File: config.mk
export PLATFORM = sky130hd
export DESIGN_NAME = lfsr_crypt_engine
export DESIGN_NICKNAME = d
export VERILOG_FILES = /design/src/rtl/lfsr_crypt_engine.sv
export SDC_FILE = /design/constraint.sdc
export NUM_CORES = 1
export LEC_CHECK = 0
export ABC_AREA = 0
export CAP_MARGIN = 20
export CORE_MARGIN = 4
export CORE_UTILIZATION = 59
export CTS_BUF_LIST = sky130_fd_sc_hd__clkbuf_4 sky130_fd_sc_hd__clkbuf_8
export DETAILED_ROUTE_END_ITERATION = 10
export PLACE_DENSITY = 0.8
export SLEW_MARGIN = 20
export SYNTH_ARGS = -nofsm -noshare
export SYNTH_HDL_FRONTEND = slang
export SYNTH_SLANG_ARGS = --single-unit
File: constraint.sdc
create_clock -name clk -period 4.2 [get_ports clk]
set_clock_uncertainty 0.15 [all_clocks]
set_input_delay 0.42 -clock clk [delete_from_list [all_inputs] [get_ports clk]]
set_output_delay 0.42 -clock clk [all_outputs]
set_load 0.01 [all_outputs]
File: src/rtl/lfsr_crypt_engine.sv
// LFSR stream-cipher bus master: reads config and message from data memory, writes cipher/plain text back.
// Latency req->ack 7+2*MSG_LEN cycles (7 on bad pt_no); fixed 2-cycle slot per byte, no backpressure.
module lfsr_crypt_engine #(
  parameter int LFSR_W   = 7,
  parameter int MSG_LEN  = 64,
  parameter int MAX_STR  = 49,
  parameter int ADDR_W   = 8,
  parameter int SRC_BASE = 0,
  parameter int CFG_BASE = 61,
  parameter int DST_BASE = 64,
  parameter int NUM_PTRN = 9,
  parameter logic [LFSR_W-1:0] TAP_TABLE [NUM_PTRN] =
    '{7'h60, 7'h48, 7'h78, 7'h72, 7'h6A, 7'h69, 7'h5C, 7'h7E, 7'h7B}
) (
  input  logic              clk,
  input  logic              init,
  input  logic              req,
  input  logic              mode,
  output logic              ack,
  output logic              err,
  output logic [6:0]        parity_errs,
  output logic [ADDR_W-1:0] mem_addr,
  output logic              mem_we,
  output logic [LFSR_W:0]   mem_wdata,
  input  logic [LFSR_W:0]   mem_rdata
);
  localparam int DW    = LFSR_W + 1;
  localparam int IDX_W = (MSG_LEN > 1) ? $clog2(MSG_LEN) : 1;
  localparam int CW0   = (DW > IDX_W) ? DW : IDX_W;
  localparam int CW    = ((CW0 > ADDR_W) ? CW0 : ADDR_W) + 2;
  localparam logic [IDX_W-1:0]  LAST_IDX = IDX_W'(MSG_LEN - 1);
  localparam logic [LFSR_W-1:0] PAD_CHR  = LFSR_W'(32);

  typedef enum logic [1:0] {IDLE, CFG, RUN, DONE} state_t;
  state_t state, state_nxt;

  logic [2:0]        cfg_cnt;
  logic [IDX_W-1:0]  idx;
  logic              phase;
  logic              mode_q;
  logic              term;
  logic [DW-1:0]     pre_len;
  logic [DW-1:0]     pt_no;
  logic [LFSR_W-1:0] lfsr;
  logic [LFSR_W-1:0] taps;
  logic [LFSR_W-1:0] lfsr_nxt;

  logic              pt_bad;
  logic              before_pre;
  logic              past_max;
  logic              src_live;
  logic              src_zero;
  logic              par_bad;
  logic              last_idx;
  logic [CW-1:0]     i_ext;
  logic [CW-1:0]     pre_ext;
  logic [CW-1:0]     j_off;
  logic [LFSR_W-1:0] pchr;
  logic [LFSR_W-1:0] xr;
  logic [ADDR_W-1:0] rd_addr;
  logic [ADDR_W-1:0] wr_addr;
  logic              wr_en;
  logic [DW-1:0]     wr_dat;

  always_comb begin
    taps = '0;
    for (int k = 0; k < NUM_PTRN; k++) begin
      if (pt_no == DW'(k)) taps = TAP_TABLE[k];
    end
  end

  assign pt_bad   = pt_no >= DW'(NUM_PTRN);
  assign lfsr_nxt = {lfsr[LFSR_W-2:0], ^(lfsr & taps)};
  assign ack      = (state == DONE);

  // j_off is the source-string offset; only meaningful once idx has passed pre_len
  always_comb begin
    i_ext      = CW'(idx);
    pre_ext    = CW'(pre_len);
    j_off      = i_ext - pre_ext;
    before_pre = i_ext < pre_ext;
    past_max   = j_off >= CW'(MAX_STR);
    src_live   = !before_pre && !past_max && !term;
    src_zero   = (mem_rdata == '0);
    par_bad    = mem_rdata[LFSR_W] != ^mem_rdata[LFSR_W-1:0];
    last_idx   = (idx == LAST_IDX);
    rd_addr    = '0;
    wr_addr    = '0;
    wr_en      = 1'b0;
    wr_dat     = '0;
    pchr       = PAD_CHR;
    xr         = '0;
    if (mode_q) begin
      rd_addr = ADDR_W'(SRC_BASE) + ADDR_W'(idx);
      wr_addr = ADDR_W'(DST_BASE) + j_off[ADDR_W-1:0];
      xr      = mem_rdata[LFSR_W-1:0] ^ lfsr;
      wr_en   = !before_pre;
      wr_dat  = {1'b0, xr};
    end else begin
      rd_addr = ADDR_W'(SRC_BASE) + j_off[ADDR_W-1:0];
      wr_addr = ADDR_W'(DST_BASE) + ADDR_W'(idx);
      if (src_live && !src_zero) pchr = mem_rdata[LFSR_W-1:0];
      xr      = pchr ^ lfsr;
      wr_en   = 1'b1;
      wr_dat  = {^xr, xr};
    end
  end

  always_ff @(posedge clk or negedge init) begin
    if (!init) state <= IDLE;
    else       state <= state_nxt;
  end

  // Memory port is driven combinationally from state so reset silences it at once
  always_comb begin
    state_nxt = state;
    mem_addr  = '0;
    mem_we    = 1'b0;
    mem_wdata = '0;
    case (state)
      IDLE, DONE: begin
        if (req) state_nxt = CFG;
      end
      CFG: begin
        if (cfg_cnt[0]) mem_addr = ADDR_W'(CFG_BASE) + ADDR_W'(cfg_cnt[2:1]);
        if (cfg_cnt == 3'd6) state_nxt = pt_bad ? DONE : RUN;
      end
      RUN: begin
        if (!phase) begin
          mem_addr = rd_addr;
        end else begin
          if (wr_en) begin
            mem_addr  = wr_addr;
            mem_we    = 1'b1;
            mem_wdata = wr_dat;
          end
          if (last_idx) state_nxt = DONE;
        end
      end
      default: state_nxt = IDLE;
    endcase
  end

  always_ff @(posedge clk or negedge init) begin
    if (!init) begin
      cfg_cnt     <= '0;
      idx         <= '0;
      phase       <= 1'b0;
      mode_q      <= 1'b0;
      term        <= 1'b0;
      pre_len     <= '0;
      pt_no       <= '0;
      lfsr        <= LFSR_W'(1);
      err         <= 1'b0;
      parity_errs <= '0;
    end else begin
      case (state)
        IDLE, DONE: begin
          if (req) begin
            mode_q      <= mode;
            err         <= 1'b0;
            parity_errs <= '0;
            cfg_cnt     <= '0;
          end
        end
        CFG: begin
          cfg_cnt <= cfg_cnt + 3'd1;
          case (cfg_cnt)
            3'd2: pre_len <= mem_rdata;
            3'd4: pt_no   <= mem_rdata;
            3'd6: begin
              lfsr  <= (mem_rdata[LFSR_W-1:0] == '0) ? LFSR_W'(1) : mem_rdata[LFSR_W-1:0];
              idx   <= '0;
              phase <= 1'b0;
              term  <= 1'b0;
              err   <= pt_bad;
            end
            default: ;
          endcase
        end
        RUN: begin
          phase <= ~phase;
          if (phase) begin
            idx  <= idx + 1'b1;
            lfsr <= lfsr_nxt;
            if (!mode_q && src_live && src_zero) term <= 1'b1;
            if (mode_q && par_bad && parity_errs != 7'h7F) parity_errs <= parity_errs + 7'd1;
          end
        end
        default: ;
      endcase
    end
  end

endmodule

==> run_results.csv <==
group,metric,value,unit
run_status,status,"finished, violations left",
run_status,violations,"negative hold slack",
drt,totalWireLength,9.030,mm
floorplan,ioPinCount,38,
finish,drive_gt1_share,10.24,%
grt,grtUsageTotal,25.69,%
clock_network,cts_buffer_depth,2,
floorplan,die_w,85.42,µm
finish,final_cell_mix,"49 x nand2_1, 43 x o21ai_0, 42 x dfrtp_1, 36 x nor2_1",
synthesis,ys_seq_area_share,31.88,%
floorplan,dieArea,7296,µm²
drt,dr.pass1.iters,7,
worst_setup_path,worst_path_dominant_cell_family,"compound AO/OA/AOI/OAI gates",
finish,mostFrequentLayoutCell,"nand2_1",
sta,hold_viol,44,
grt,antenna_found_initial,0,
worst_setup_path,worstPathArrival,3460,ps
grt,grt_pass1_vias,3071,
floorplan,core,5642,µm²
synthesis,netlist_area,3536,µm²
floorplan,initial_core_util,62.67,%
worst_setup_path,rrSetupSlack,1440,ps
sta,max_slew_margin,46.87,%
worst_setup_path,critPathLaunchType,"flip-flop",
drt,wl_met1,4.051,mm
worst_setup_path,cpMaxStageDelayCell,"dfrtp_1",
grt,grt_max_degree,46,
worst_setup_path,path_class,"flip-flop to primary output",
synthesis,syn_nets,460,
drt,dr.first_iter.drc_count,476,
clock_network,cts_root_buf,"clkbuf_8",
clock_network,cts_htree_levels,2,
pwr,power_density,682.0,nW/µm²
sta,grt_setup_unrepaired,"no",
grt,grt_pass1_wl,15.10,mm
drt,wl_per_cell,17.01,µm
pwr,vdd_drop_max,0.0005330,V
synthesis,syn_area_per_cell,8.300,µm²
drt,detail_route.vias_per_cell,6.158,
synthesis,ys_warn_count,0,
drt,vias,3270,
hold_path,hp-class,"input port to asynchronous set/reset pin",
flow_run,maxCapViolations,0,
sta,tns,0,ps
sta,slew_viol_final,0,
sta,period_needed,4033,ps
clock_network,clk_pin_slew,80,ps
drt,wl_met2,4.184,mm
clock_network,clock_latency,300,ps
worst_setup_path,crit_buf_inv,4,
synthesis,yosysTopAreaCellShare,31.14,%
finish,finalNetCount,493,
worst_setup_path,worst-endpoint-required,3630,ps
worst_setup_path,cpPeakStageDelay,390,ps
synthesis,synth_flop_cell,"dfrtp_1",
clock_network,cts-hold-fix-buffers,0,
floorplan,die_h,85.42,µm
placed_design,dp_hpwl,6.725,mm
synthesis,synth_edf_count,0,
drt,antenna_left,0,
sta,worst_slew_pin_slew,796.9,ps
sta,timing.fmax,0.2480,GHz
finish,insertedDiodeCount,0,
floorplan,rows,27,
sta,period_share,96.02,%
synthesis,synthArstFlopShare,100.0,%
clock_network,cts-buffers-inserted,5,
worst_setup_path,cp_cell_sequence,"inv_2 > ha_1 > inv_1 > fa_2 > a211oi_2 > o21bai_1 > a21oi_2 > xnor2_2 > ha_2 > nor2b_4 > nand2_1 > nor3_1 > o21a_2 > buf_4 > o21ai_0 > mux2i_1 > dlygate4sd2_1",
drt,routed-wl-met3,624,µm
sta,worst_hold_slack,-42.67,ps
synthesis,synth_top_cell_by_area,"dfrtp_1",
synthesis,ys_types,65,
sta,setup_viol_count_final,0,
synthesis,synthTopCellsByArea,"dfrtp_1 31%, ha_1 7.4%, o21ai_0 6.1%",
clock_network,cts_sinks,45,
drt,drc_errors,0,
worst_setup_path,end_kind,"primary output",
synthesis,syn_inst,426,
synthesis,ys_ff_latch,45,
drt,routed.top_layer,"met4",
clock_network,cts_tree,"yes",
finish,area_delta_synth_final,15.14,%
placed_design,port_buffers,37,
grt,overflow,0,
worst_setup_path,cp_max_fo,5,
placed_design,routabilityCongestion,0.8753,
pwr,leakagePower,1.760,nW
[worst register-to-register path: cells and delay by family (launching register included)]
family / cells / cell delay (ps)
buffers and inverters: 1 / 90
AO/OA/AOI/OAI: 1 / 180
XOR/XNOR: 1 / 150
flip-flops: 1 / 410
adder cells (fa/ha/maj): 1 / 610
AND/OR/NAND/NOR: 5 / 1050
[registers in the layout, summed over array words and instances, names as in the netlist]
| signal | flops |
|---|---|
| idx | 6 |
| pre_len | 8 |
| err | 1 |
| pt_no | 8 |
| term | 1 |
| phase | 1 |
| parity_errs | 7 |
| lfsr | 7 |
| cfg_cnt | 3 |
| mode_q | 1 |
| state | 2 |
[final cells by class]
cell class                      count  area [µm²]
Clock buffer                        6       82.58
Clock inverter                      1       7.507
Fill cell                         432        1570
Inverter                           30       112.6
Multi-Input combinational cell    331        2241
Sequential cell                    45        1130
Tap cell                           72       90.09
Timing Repair Buffer               46       407.9
[where the power goes]
group | internal (mW) | switching [mW] | leakage [nW]
combinational | 0.716 | 0.907 | 1.16
sequential | 0.596 | 0.274 | 0.559
clock | 0.130 | 0.153 | 0.0433
total | 1.44 | 1.33 | 1.76
[cells in the mapped netlist, types with 2 or more instances]
cell type / n
o31ai_1: 2
nand2_1: 49
a22oi_1: 6
inv_1: 30
nor2_1: 36
or3_1: 4
a21oi_1: 20
clkbuf_1: 15
xor2_1: 7
o21a_1: 4
a21o_1: 2
nand4b_1: 2
a211oi_1: 2
nor4_1: 2
nand3b_1: 2
buf_4: 2
a31oi_1: 5
dfrtp_1: 44
a221oi_1: 3
or4_1: 2
xnor2_1: 23
buf_2: 2
nor3_1: 6
mux2i_1: 8
nand2b_1: 5
and3_1: 3
nand3_1: 18
mux2_2: 6
and2_1: 2
o21ai_0: 43
nor2b_1: 13
ha_1: 21
nand4_1: 3
o2111ai_1: 2
a22o_1: 2
[logic make-up (layout without fill, tap and decap cells)]
logic type | Yosys count | count (layout) | share of synthesized area [%]
AO/OA/AOI/OAI | 112 | 112 | 21.30
XOR/XNOR | 31 | 31 | 8.068
adder cells (fa/ha/maj) | 22 | 22 | 7.997
buffers and inverters | 50 | 83 | 5.803
flip-flops | 45 | 45 | 31.88
multiplexers | 14 | 14 | 4.175
AND/OR/NAND/NOR | 152 | 152 | 20.77
[metrics by stage]
| step | utilization, % | power, mW | setup slack, ps | std cells | area, µm² |
|---|---|---|---|---|---|
| CTS | 71.92 | 2.738 | 9.729 | 530 | 4058 |
| global placement | 69.77 | 2.389 | 168.9 | 520 | 3936 |
| global route | 72.17 | 3.021 | 8.385 | 531 | 4071 |
| finish | 72.17 | 2.777 | 167.3 | 531 | 4071 |
| detailed placement | 69.77 | 2.444 | 4.373 | 520 | 3936 |
| floorplan | - | 2.019 | 718.2 | 426 | 3536 |
[per-layer routing]
metal  vias to the layer above  global-route usage, %
li1                       1563                      -
met1                      1546                  36.14
met2                       137                  40.47
met3                        24                  5.243
met4                         0                  6.331
met5                         -                      0
[worst paths after layout]
| path | from | end | cells past startpoint |
|---|---|---|---|
| worst max-delay path | idx[0] | mem_wdata[6] | 17 |
| worst min-delay path | init | idx[3] | 1 |
| worst max register to register | state[0] | parity_errs[4] | 9 |
| worst min register to register | pre_len[2] | pre_len[2] | 2 |
| max in group asynchronous | init | idx[1] | 1 |
| min in group clk | pre_len[2] | pre_len[2] | 2 |
[what timing repair did]
action / in CTS / in global routing
buffers inserted: 3 / 1
gates resized for setup: 15 / 16
setup endpoints to repair: 8 / 8
pin swaps: 1 / 3
Note: power is estimated with default switching activity, not from simulation.
